--- src/rtl/queue_sensor_encoder.sv ---
// Two-lane queue estimator for smart_traffic_light. Each lane debounces its loop detector,
// counts arrivals, retires one car per DEPART_CYC green cycles and emits a thermometer code.
module queue_sensor_encoder #(
  parameter int DEB_CYC    = 4,
  parameter int DEPART_CYC = 8,
  parameter int MAXQ       = 15,
  parameter int QW         = 4
) (
  input  logic          clk,
  input  logic          reset,
  input  logic          det_main,
  input  logic          det_left,
  input  logic [2:0]    RYG,
  input  logic [3:0]    LRYG,
  output logic [2:0]    L,
  output logic [2:0]    H,
  output logic [QW-1:0] q_main,
  output logic [QW-1:0] q_left
);

  localparam int DW = (DEB_CYC > 1) ? $clog2(DEB_CYC) : 1;
  localparam int TW = (DEPART_CYC > 1) ? $clog2(DEPART_CYC) : 1;

  logic [1:0]          w_raw;
  logic [1:0]          w_green;
  logic [1:0][2:0]     w_code;
  logic [1:0][QW-1:0]  w_cnt;
  logic                w_unused_lights;

  assign w_raw   = {det_left, det_main};
  assign w_green = {LRYG[0] | LRYG[1], RYG[0]};

  // Red/yellow aspects carry no queue information.
  assign w_unused_lights = ^{RYG[2:1], LRYG[3:2]};

  function automatic logic [2:0] therm(input logic [QW-1:0] c);
    logic [2:0] t;
    if (c == '0)
      t = 3'b000;
    else if (c == QW'(1))
      t = 3'b100;
    else if (c == QW'(2))
      t = 3'b110;
    else
      t = 3'b111;
    return t;
  endfunction

  genvar gi;
  generate
    for (gi = 0; gi < 2; gi++) begin : g_lane
      logic [DW-1:0] r_stab;
      logic          r_deb;
      logic          r_deb_d;
      logic [TW-1:0] r_tmr;
      logic [QW-1:0] r_cnt;
      logic [2:0]    r_code;
      logic          w_arr;
      logic          w_run;
      logic          w_dep;

      assign w_arr = r_deb & ~r_deb_d;
      assign w_run = w_green[gi] && (r_cnt != '0);
      assign w_dep = w_run && (r_tmr == TW'(DEPART_CYC - 1));

      // Debounced level only follows raw after DEB_CYC consecutive disagreeing samples.
      always_ff @(posedge clk or negedge reset) begin
        if (!reset) begin
          r_stab  <= '0;
          r_deb   <= 1'b0;
          r_deb_d <= 1'b0;
        end else begin
          r_deb_d <= r_deb;
          if (w_raw[gi] == r_deb) begin
            r_stab <= '0;
          end else if (r_stab == DW'(DEB_CYC - 1)) begin
            r_deb  <= w_raw[gi];
            r_stab <= '0;
          end else begin
            r_stab <= r_stab + 1'b1;
          end
        end
      end

      always_ff @(posedge clk or negedge reset) begin
        if (!reset)
          r_tmr <= '0;
        else if (!w_run || w_dep)
          r_tmr <= '0;
        else
          r_tmr <= r_tmr + 1'b1;
      end

      // A simultaneous arrival and departure cancel out.
      always_ff @(posedge clk or negedge reset) begin
        if (!reset) begin
          r_cnt <= '0;
        end else if (w_arr && !w_dep) begin
          if (r_cnt != QW'(MAXQ))
            r_cnt <= r_cnt + 1'b1;
        end else if (w_dep && !w_arr) begin
          r_cnt <= r_cnt - 1'b1;
        end
      end

      always_ff @(posedge clk or negedge reset) begin
        if (!reset)
          r_code <= 3'b000;
        else
          r_code <= therm(r_cnt);
      end

      assign w_code[gi] = r_code;
      assign w_cnt[gi]  = r_cnt;
    end
  endgenerate

  assign L      = w_code[0];
  assign H      = w_code[1];
  assign q_main = w_cnt[0];
  assign q_left = w_cnt[1];

endmodule
--- config.mk ---
export PLATFORM = sky130hd
export DESIGN_NAME = queue_sensor_encoder
export DESIGN_NICKNAME = d
export VERILOG_FILES = /design/src/rtl/queue_sensor_encoder.sv
export SDC_FILE = /design/constraint.sdc
export NUM_CORES = 1
export LEC_CHECK = 0
export BUFFER_PORTS_ARGS = -buffer_cell sky130_fd_sc_hd__buf_2
export CAP_MARGIN = 20
export CORE_ASPECT_RATIO = 1.75
export CORE_MARGIN = 5
export CORE_UTILIZATION = 49
export DETAILED_ROUTE_END_ITERATION = 7
export PLACE_DENSITY_LB_ADDON = 0.3
export SLEW_MARGIN = 20
export SYNTH_ARGS = -nofsm -noshare
export SYNTH_HDL_FRONTEND = slang
export SYNTH_SLANG_ARGS = --single-unit
--- constraint.sdc ---
create_clock -name clk -period 1.96 [get_ports clk]
set_input_delay 0.098 -clock clk [delete_from_list [all_inputs] [get_ports clk]]
set_output_delay 0.098 -clock clk [all_outputs]
set_load 0.005 [all_outputs]
# After elaboration in Yosys (flattened, before gate mapping)
# Index checks and enable logic that the tools add are counted.
# word_totals
elab_cells	85
ff_bits	28
input_bits	11
# classes
mux	18
add_sub_neg	8
n_reduce_logical	26
n_eq_ne	14
bitwise	7
# op_table
op	n
$mux W4	6
$mux W2	6
$mux W3	4
$add A4 B1 Y4 const B	2
$eq A4 B1 Y1 const B	2
$eq A4 B2 Y1 const B	2
$logic_and A1 B1 Y1	8
$logic_not A4 Y1	2
$ne A4 B4 Y1 const B	2
$reduce_and A2 Y1	4
$reduce_bool A4 Y1	2
$sub A4 B1 Y4 const B	2
$add A3 B1 Y3 const B	2
$eq A3 B3 Y1 const B	2
$logic_not A1 Y1	6
$add A2 B1 Y2 const B	2
$eq A2 B2 Y1 const B	2
$ne A2 B1 Y1 const B	2
$not A1 Y1	4
$reduce_bool A2 Y1	2
$and A1 B1 Y1	2
$eq A1 B1 Y1	2
$logic_or A1 B1 Y1	2
$mux W1	2
$or A1 B1 Y1	1

# Longest topological paths before layout
# Gate-level depths: netlist of the first run.
# depth
ltp_word	7
depth_mapped	7

# Least setup slack after synthesis of the first run
# Ideal clock, no wire load.
# synth_path
path_type	register to register
from	reg g_lane[0].r_cnt[0] (netlist: q_main[0])
to	reg g_lane[0].r_cnt[3] (netlist: q_main[3])
arrival_ns	1.741
setup_time_ns	0.119
stages_incl_launch_ff	7
synth_period_minus_slack_ns	1.860
slack_ns	0.100
path_buffers	0
path_cell_list	dfrtp_1 -> inv_1 -> ha_1 -> nor3b_1 -> or3_1 -> o21ai_0 -> a21bo_2
# synth_via
elab_chain_len	7
# synth_rtl
item	line_no	text
start, declared	56	logic [QW-1:0] r_cnt;
start signal, assigned	100	r_cnt <= r_cnt + 1'b1;
start signal, assigned	102	r_cnt <= r_cnt - 1'b1;
$reduce_bool A4 Y1	63	assign w_run = w_green[gi] && (r_cnt != '0);
$logic_and A1 B1 Y1	63	
$logic_and A1 B1 Y1	64	assign w_dep = w_run && (r_tmr == TW'(DEPART_CYC - 1));
$logic_not A1 Y1	98	end else if (w_arr && !w_dep) begin
$logic_and A1 B1 Y1	98	
$ne A2 B1 Y1 (no source line) / $reduce_bool A2 Y1 (equally long branches)	--	
$reduce_and A2 Y1 (no source line)	--	
# Parallel ways exist; a longest one is shown, timed or not. The select of a mux whose other input is x is not followed.
# A chain may end at the register's enable or synchronous reset.

# Final worst setup path of the first run
# Ends and elaborated chain as after synthesis.

==> impl_metrics.yaml, run 1 <==
place:
  routabilityCongestion: 0.752
  dpl.cell_count: 175
  dp_slack_ns: 0.129
  dp.final_hpwl_mm: 1.98
  portBuffers: 20
sta:
  slew_headroom: 0.605
  setup_tns_ns: 0
  worst_slack_ns: 0.123
  finalMaxSlewViolations: 0
  tightest_slew_ns: 0.593
  grt_setup_unrepaired: "no"
  hold_violations: 0
  fmax_mhz: 544
  fin_crit_sh: 0.937
  clock_skew_ns: 0.00383
  min_period_ns: 1.84
  setup_violations: 0
finish:
  final_cells: 180
  diodes: 0
  drive_gt1_frac: 0.255
  synthToLayoutAreaGrowth_pct: 18.6
  final_common_cell: "dfrtp_1"
  fillers: 225
  fin_nets: 179
  final_cell_mix: "dfrtp_1, buf_2, ha_1"
floorplan:
  die_area_sq_um: 4080
  fp.dieH_um: 80.8
  row_count: 25
  die_x_um: 50.5
  ios: 25
  core_sq_um: 2720
  start_util: 0.516
detailed_routing:
  drtIter0Drc: 27
  drt-total-wl_mm: 2.50
  postRouteAntennaNets: 0
  num_vias: 1018
  dr.pass1.iters: 4
  routedWlPerCell_um: 13.9
  drc: 0
  vias_per_cell: 5.66
global_route:
  grt_max_degree: 29
  grt_use_total: 0.133
  antenna_found_initial: 0
  grt_pass1_vias: 1082
  overflow: 0
  grt_pass1_wl_mm: 4.29
power:
  peakVddDrop_uv: 805
  p_per_area_nw_per_um2: 1550
  leakagePower_uw: 0.000784
  power_uw: 2580
clock_network:
  path_clk_slew_ns: 0.09
  cts_tree: "yes"
  worstSkewPairLatency_ns: 0.27
  clock-sinks: 28
  cts_buffers: 3
  clockBufferDepth: 2
  clockRootBuffer: "clkbuf_8"
  cts_max_level: 1
  cts_setup_buffers: 0
worst_setup_path:
  worst-setup-path-type: "register to register"
  cp_data_arrival_time_ns: 2.01
  worstSetupStartpointType: "register"
  crit_fanout: 4
  required_ns: 2.13
  cp-end-kind: "register"
synthesis:
  synth_seq_cells: 28
  synth_ff_type: "dfrtp_1"
  syn_avg_cell_area_sq_um: 11.5
  synthCells: 122
  synth_seq_area_share: 0.499
  yosysWarnings: 0
  async_flop_share: 1.00
  synthDistinctLibCells: 37
  synth_edf_count: 0
  netlist_area_sq_um: 1400
  syn-num-nets: 147
run_status:
  status: "finished clean"
hold_path:
  hold_class: "input pin to register"
flow_run:
  cap_violations: 0
cell usage after synthesis, types with 2 or more instances:
cell type  count  area share
dfrtp_1       28        0.50
nor3_1         6       0.021
mux2_2         2       0.016
nor3b_1        3       0.016
mux2i_1        2       0.014
o21ai_0        7       0.025
nand2_1        4       0.011
nor2b_1        5       0.022
xnor2_1        4       0.025
a31oi_1        2      0.0089
or3_1          2      0.0089
nor2_1         5       0.013
nand3_1        3       0.011
and2_1         4       0.018
o31ai_1        3       0.016
ha_1          14        0.12
o211ai_1       2       0.011
inv_1          7       0.019
path summary, 6_finish.rpt:
| check | from | end | slack, ns | cells after the start |
|---|---|---|---|---|
| max | q_main[0] | q_main[3] | 0.12 | 6 |
| min | det_left | g_lane[1].r_deb | 0.09 | 2 |
| max reg2reg | q_main[0] | q_main[3] | 0.12 | 6 |
| min reg2reg | g_lane[1].r_tmr[0] | g_lane[1].r_tmr[0] | 0.44 | 1 |
| max in group asynchronous | reset | q_main[2] | 1.22 | 2 |
| min in group asynchronous | reset | L[1] | 0.35 | 2 |
layer usage:
layer	GRT usage	share of wire
met4	0.0512	0.012
met5	0	0
met3	0.0275	0.051
met2	0.249	0.55
met1	0.139	0.39
where the power goes:
part / leakage (uW) / switching (uW) / internal, uW
combinational: 0.000418 / 551 / 569
clock: 0.0000357 / 172 / 273
sequential: 0.000330 / 182 / 829
worst max-delay path, stage by stage, from the launching register on:
cell and delay, ns:
dfrtp_1 0.35, inv_1 0.08, ha_1 0.24, nor3b_1 0.17
or3_1 0.45, o221ai_1 0.21, a21bo_2 0.24
flip-flops by register name, summed over array words and instances, names as in the netlist:
register and count:
g_lane.r_deb 2, q_left 4, g_lane.r_deb_d 2, H 3, g_lane.r_tmr 6, q_main 4
g_lane.r_stab 4, L 3
what timing repair did:
action	CTS	global route
gates resized for setup	0	1
hold endpoints to repair	28	0
hold buffers	1	0
setup endpoints to repair	0	2
layout make-up:
cell class	count	area [sq um]	area share
Clock buffer	3	41.3	0.0248
Multi-Input combinational cell	86	671	0.403
Tap cell	27	33.8	0.0203
Timing Repair Buffer	28	163	0.0977
Sequential cell	28	701	0.421
Clock inverter	1	30.0	0.0180
Inverter	7	26.3	0.0158
cell families (layout without fill, tap and decap cells):
logic type                 Yosys count  after routing  share of synthesized area
AOI/OAI and AO/OA                   24             24                      0.118
xor gates and xnor gates             4              4                     0.0250
adders and majority gates           14             14                      0.125
buffers and inverters                8             39                     0.0267
DFF                                 28             28                      0.499
muxes                                5              5                     0.0410
and+or+nand+nor                     39             39                      0.166
through the flow:
| stage | utilization | hold slack, ns | cell area (sq um) |
|---|---|---|---|
| floorplan | - | -0.198 | 1400 |
| global placement | 0.580 | 0.126 | 1580 |
| detailed placement | 0.580 | 0.144 | 1580 |
| CTS | 0.610 | 0.0805 | 1660 |
| global route | 0.612 | 0.0754 | 1670 |
| finish | 0.612 | 0.0854 | 1670 |
No activity file was read; power rests on OpenSTA's default activity.
==> inputs of run 2 (changes only) <==
GPL_TIMING_DRIVEN = 0   (was unset)
==> run 2 against run 1 <==
  * Sequential share of layout area down 0.23 points
  * Routed wire length increased by 3.7%
  * Core utilization up 0.55 points
  * Register-to-register slack got worse by 0.04 ns
  * Largest power group unchanged
==> impl_metrics.yaml, run 2 (synthesized netlist as in run 1, its figures left out) <==
sta:
  tightest_slew_ns: 0.602
  min_period_ns: 1.88
  slew_headroom: 0.599
  fmax_mhz: 532
  clock_skew_ns: 0.00657
  fin_crit_sh: 0.958
  hold_violations: 0
  setup_violations: 0
  grt_setup_unrepaired: "no"
  finalMaxSlewViolations: 0
  setup_tns_ns: 0
global_route:
  grt_pass1_wl_mm: 4.49
  antenna_found_initial: 0
  grt_use_total: 0.138
  overflow: 0
  grt_max_degree: 29
  grt_pass1_vias: 1095
worst_setup_path:
  crit_path_start: "q_main[0]"
  reg2reg_from: "q_main[0]"
  worstSetupStartpointType: "register"
  cp-end-kind: "register"
  cp_data_arrival_time_ns: 2.04
  crit_fanout: 8
  worst-setup-path-type: "register to register"
  timing.rr.end: "q_main[3]"
  reg2reg_depth: 6
  r2r_slack_ns: 0.08
  required_ns: 2.13
flow_run:
  cap_violations: 0
finish:
  final_common_cell: "dfrtp_1"
  ff_latch_area_sq_um: 703
  fin_nets: 177
  fillers: 226
  diodes: 0
  synthToLayoutAreaGrowth_pct: 19.7
  top_register: "g_lane.r_tmr"
  final_cell_mix: "dfrtp_1, buf_2, ha_1"
  largest_register_ffs: 6
  drive_gt1_frac: 0.291
  final_cells: 178
  multi_input_area_sq_um: 694
detailed_routing:
  postRouteAntennaNets: 0
  drt-total-wl_mm: 2.60
  routedWlPerCell_um: 14.6
  drtIter0Drc: 27
  dr.pass1.iters: 4
  drc: 0
  num_vias: 1008
  vias_per_cell: 5.66
run_status:
  status: "finished clean"
floorplan:
  die_x_um: 50.5
  ios: 25
  die_area_sq_um: 4080
  fp.dieH_um: 80.8
  core_sq_um: 2720
  row_count: 25
  start_util: 0.516
clock_network:
  clock-sinks: 28
  clockRootBuffer: "clkbuf_8"
  clockBufferDepth: 2
  cts_buffers: 3
  path_clk_slew_ns: 0.09
  cts_max_level: 1
  cts_tree: "yes"
  worstSkewPairLatency_ns: 0.27
place:
  dpl.cell_count: 169
  portBuffers: 20
  dp.final_hpwl_mm: 1.95
  routabilityCongestion: 0.721
hold_path:
  holdPathEnd: "g_lane[1].r_deb"
  holdCritStartpoint: "det_left"
  hold_class: "input pin to register"
  whs_path_depth: 2
power:
  p_per_area_nw_per_um2: 1550
  leakagePower_uw: 0.000777
  peakVddDrop_uv: 927
[run 2: changes by cell type in the layout (fill, tap and decap cells not counted)]
cell,previous run,this run
ha_1,14,13
nor3b_4,0,1
nand2b_2,0,1
nand2b_1,1,0
or3_1,2,1
buf_4,7,4
nor2_2,0,1
nor2_1,5,4
or3_4,0,1
dfrtp_1,28,26
ha_2,0,1
nor3b_1,2,1
buf_6,0,1
dfrtp_2,0,2
[run 2: what timing repair did]
action | CTS | global route
endpoints found under the setup margin | 6 | 4
endpoints found under the hold margin | 28 | 0
buffers inserted | 2 | 2
resized for setup | 5 | 4
hold buffers | 1 | 0
[run 2: how the worst max path moves through the flow]
stage	endpoint	cells past startpoint	slack, ns
after floorplan	q_main[3]	6	0.1
after global placement	q_main[3]	6	-0.09
after detailed placement	q_main[3]	6	-0.19
after CTS	q_main[3]	6	0.01
after global routing	q_left[3]	6	0.02
final	q_main[3]	6	0.08
[run 2: stage by stage]
| stage | area, sq um | hold slack (ns) | utilization | power, uW | setup slack (ns) |
|---|---|---|---|---|---|
| after floorplan | 1400 | -0.198 | - | 1730 | 0.0998 |
| after global placement | 1540 | 0.137 | 0.565 | 1990 | -0.0924 |
| after detailed placement | 1540 | 0.156 | 0.565 | 2070 | -0.186 |
| after CTS | 1650 | 0.0790 | 0.606 | 2580 | 0.0104 |
| after global routing | 1680 | 0.0823 | 0.617 | 2840 | 0.0165 |
| final | 1680 | 0.0927 | 0.617 | 2610 | 0.0821 |
[run 2: worst max-delay path: stages (launching register included)]
cell	delay (ns)
dfrtp_1	0.36
inv_1	0.08
ha_1	0.25
nor3b_2	0.22
or3_4	0.43
o221ai_1	0.19
a21bo_2	0.25
[run 2: layout make-up]
type / instances / share of cell area
sequential: 28 / 0.418
multi-input combinational: 86 / 0.413
buffer: 1 / 0.00670
tap: 27 / 0.0201
timing repair buffer: 25 / 0.0834
clock buffer: 3 / 0.0246
clock inverter: 1 / 0.0179
inverter: 7 / 0.0156
[run 2: power by group]
group	internal [uW]	switching [uW]	leakage [uW]
Sequential	832	217	0.000328
Clock	273	167	0.0000357
Combinational	579	541	0.000413
[run 2: per-layer routing]
layer  global-route usage  part of all wire
met5                    0                 0
met4               0.0665            0.0096
met3               0.0220             0.048
met2                0.257              0.56
met1                0.145              0.38
==> inputs of run 3 (changes only) <==
MAX_ROUTING_LAYER = met4   (was unset)
==> run 3 against run 2 <==
  * Total power about the same
  * Non-clock buffer count stayed put
  * Register-to-register slack is essentially flat
  * Global-route usage grew 0.39 points
  * Die area unchanged
  * Design area stayed put
==> impl_metrics.yaml, run 3 (synthesized netlist as in run 1, its figures left out) <==
finish:
  largest_register_ffs: 6
  fillers: 226
  synthToLayoutAreaGrowth_pct: 19.7
  final_common_cell: "dfrtp_1"
  final_cell_mix: "dfrtp_1, buf_2, ha_1"
  drive_gt1_frac: 0.291
  fin_nets: 177
  top_register: "g_lane.r_tmr"
  ff_latch_area_sq_um: 703
  final_util: 0.617
  multi_input_area_sq_um: 694
  diodes: 0
clock_network:
  worstSkewPairLatency_ns: 0.27
  cts_tree: "yes"
  clock-sinks: 28
  path_clk_slew_ns: 0.09
  clockRootBuffer: "clkbuf_8"
  clockBufferDepth: 2
  cts_max_level: 1
  cts_buffers: 3
hold_path:
  whs_path_depth: 2
  holdPathEnd: "g_lane[1].r_deb"
  holdCritStartpoint: "det_left"
  hold_class: "input pin to register"
detailed_routing:
  drc: 0
  drt-total-wl_mm: 2.60
  postRouteAntennaNets: 0
  vias_per_cell: 5.66
  drtIter0Drc: 28
  routedWlPerCell_um: 14.6
  num_vias: 1008
  dr.pass1.iters: 4
worst_setup_path:
  cp-end-kind: "register"
  worst-setup-path-type: "register to register"
  timing.rr.end: "q_main[3]"
  cp_data_arrival_time_ns: 2.04
  r2r_slack_ns: 0.08
  critPathMaxStageDelay_ns: 0.43
  reg2reg_from: "q_main[0]"
  required_ns: 2.13
  reg2reg_depth: 6
  worstSetupStartpointType: "register"
  slowest_stage: "or3_4"
  crit_chain: "inv_1 > ha_1 > nor3b_2 > or3_4 > o221ai_1 > a21bo_2"
  crit_fanout: 8
sta:
  finalMaxSlewViolations: 0
  setup_violations: 0
  clock_skew_ns: 0.00657
  min_period_ns: 1.88
  tightest_slew_ns: 0.602
  grt_setup_unrepaired: "no"
  slew_headroom: 0.599
  hold_violations: 0
  fin_crit_sh: 0.958
  fmax_mhz: 532
  whs_ns: 0.0927
global_route:
  grt_pass1_wl_mm: 4.48
  antenna_found_initial: 0
  grt_max_degree: 29
  grt_use_total: 0.142
  grt_pass1_vias: 1095
  overflow: 0
floorplan:
  die_x_um: 50.5
  start_util: 0.516
  core_sq_um: 2720
  die_area_sq_um: 4080
  ios: 25
  fp.dieH_um: 80.8
  row_count: 25
place:
  dp.final_hpwl_mm: 1.95
  routabilityCongestion: 0.730
  portBuffers: 20
run_status:
  status: "finished clean"
power:
  peakVddDrop_uv: 927
  leakagePower_uw: 0.000777
  p_per_area_nw_per_um2: 1550
flow_run:
  cap_violations: 0
[run 3: cell counts in the layout (fill, tap and decap cells not counted)]
Identical to the previous run, type by type.
[run 3: power by group]
part	total (uW)	leakage [uW]	internal, uW	switching, uW
logic	1120	0.000413	579	541
clock network	440	0.0000357	273	167
registers	1050	0.000328	832	217
[run 3: routing by layer]
layer | share of wire | track usage
met1 | 0.38 | 0.146
met3 | 0.046 | 0.0202
met5 | 0 | -
met4 | 0.0096 | 0.0665
met2 | 0.56 | 0.257
[run 3: repair_timing]
action,in CTS,in global routing
endpoints found under the setup margin,6,4
gates resized for setup,5,4
hold buffers,1,0
setup buffers,2,2
hold endpoints to repair,28,0
[run 3: critical path: cells and delay by family (launching register included)]
| family | cells | cell delay, ns |
|---|---|---|
| and+or+nand+nor | 2 | 0.65 |
| buffers and inverters | 1 | 0.08 |
| adders and majority gates | 1 | 0.25 |
| DFF | 1 | 0.36 |
| AOI/OAI and AO/OA | 2 | 0.44 |
[run 3: layout make-up]
cell class / instances / area share
Multi-Input combinational cell: 86 / 0.413
Clock buffer: 3 / 0.0246
Clock inverter: 1 / 0.0179
Tap cell: 27 / 0.0201
Timing Repair Buffer: 25 / 0.0834
Buffer: 1 / 0.00670
Sequential cell: 28 / 0.418
Inverter: 7 / 0.0156
[run 3: worst max path at each step]
stage	from	to	slack [ns]	cells after the start
floorplan	q_main[0]	q_main[3]	0.1	6
global placement	q_main[0]	q_main[3]	-0.09	6
detailed placement	q_main[0]	q_main[3]	-0.19	6
CTS	q_main[1]	q_main[3]	0.01	6
global route	q_left[1]	q_left[3]	0.02	6
finish	q_main[0]	q_main[3]	0.08	6
[run 3: metrics by stage]
step	instance area (sq um)	setup TNS [ns]	worst slack (ns)	instances	total power, uW
after floorplan	1400	0	0.0998	122	1730
after global placement	1540	-0.167	-0.0924	169	1990
after detailed placement	1540	-0.554	-0.186	169	2070
after CTS	1650	0	0.0104	176	2580
after global routing	1680	0	0.0165	178	2840
final	1680	0	0.0821	178	2610
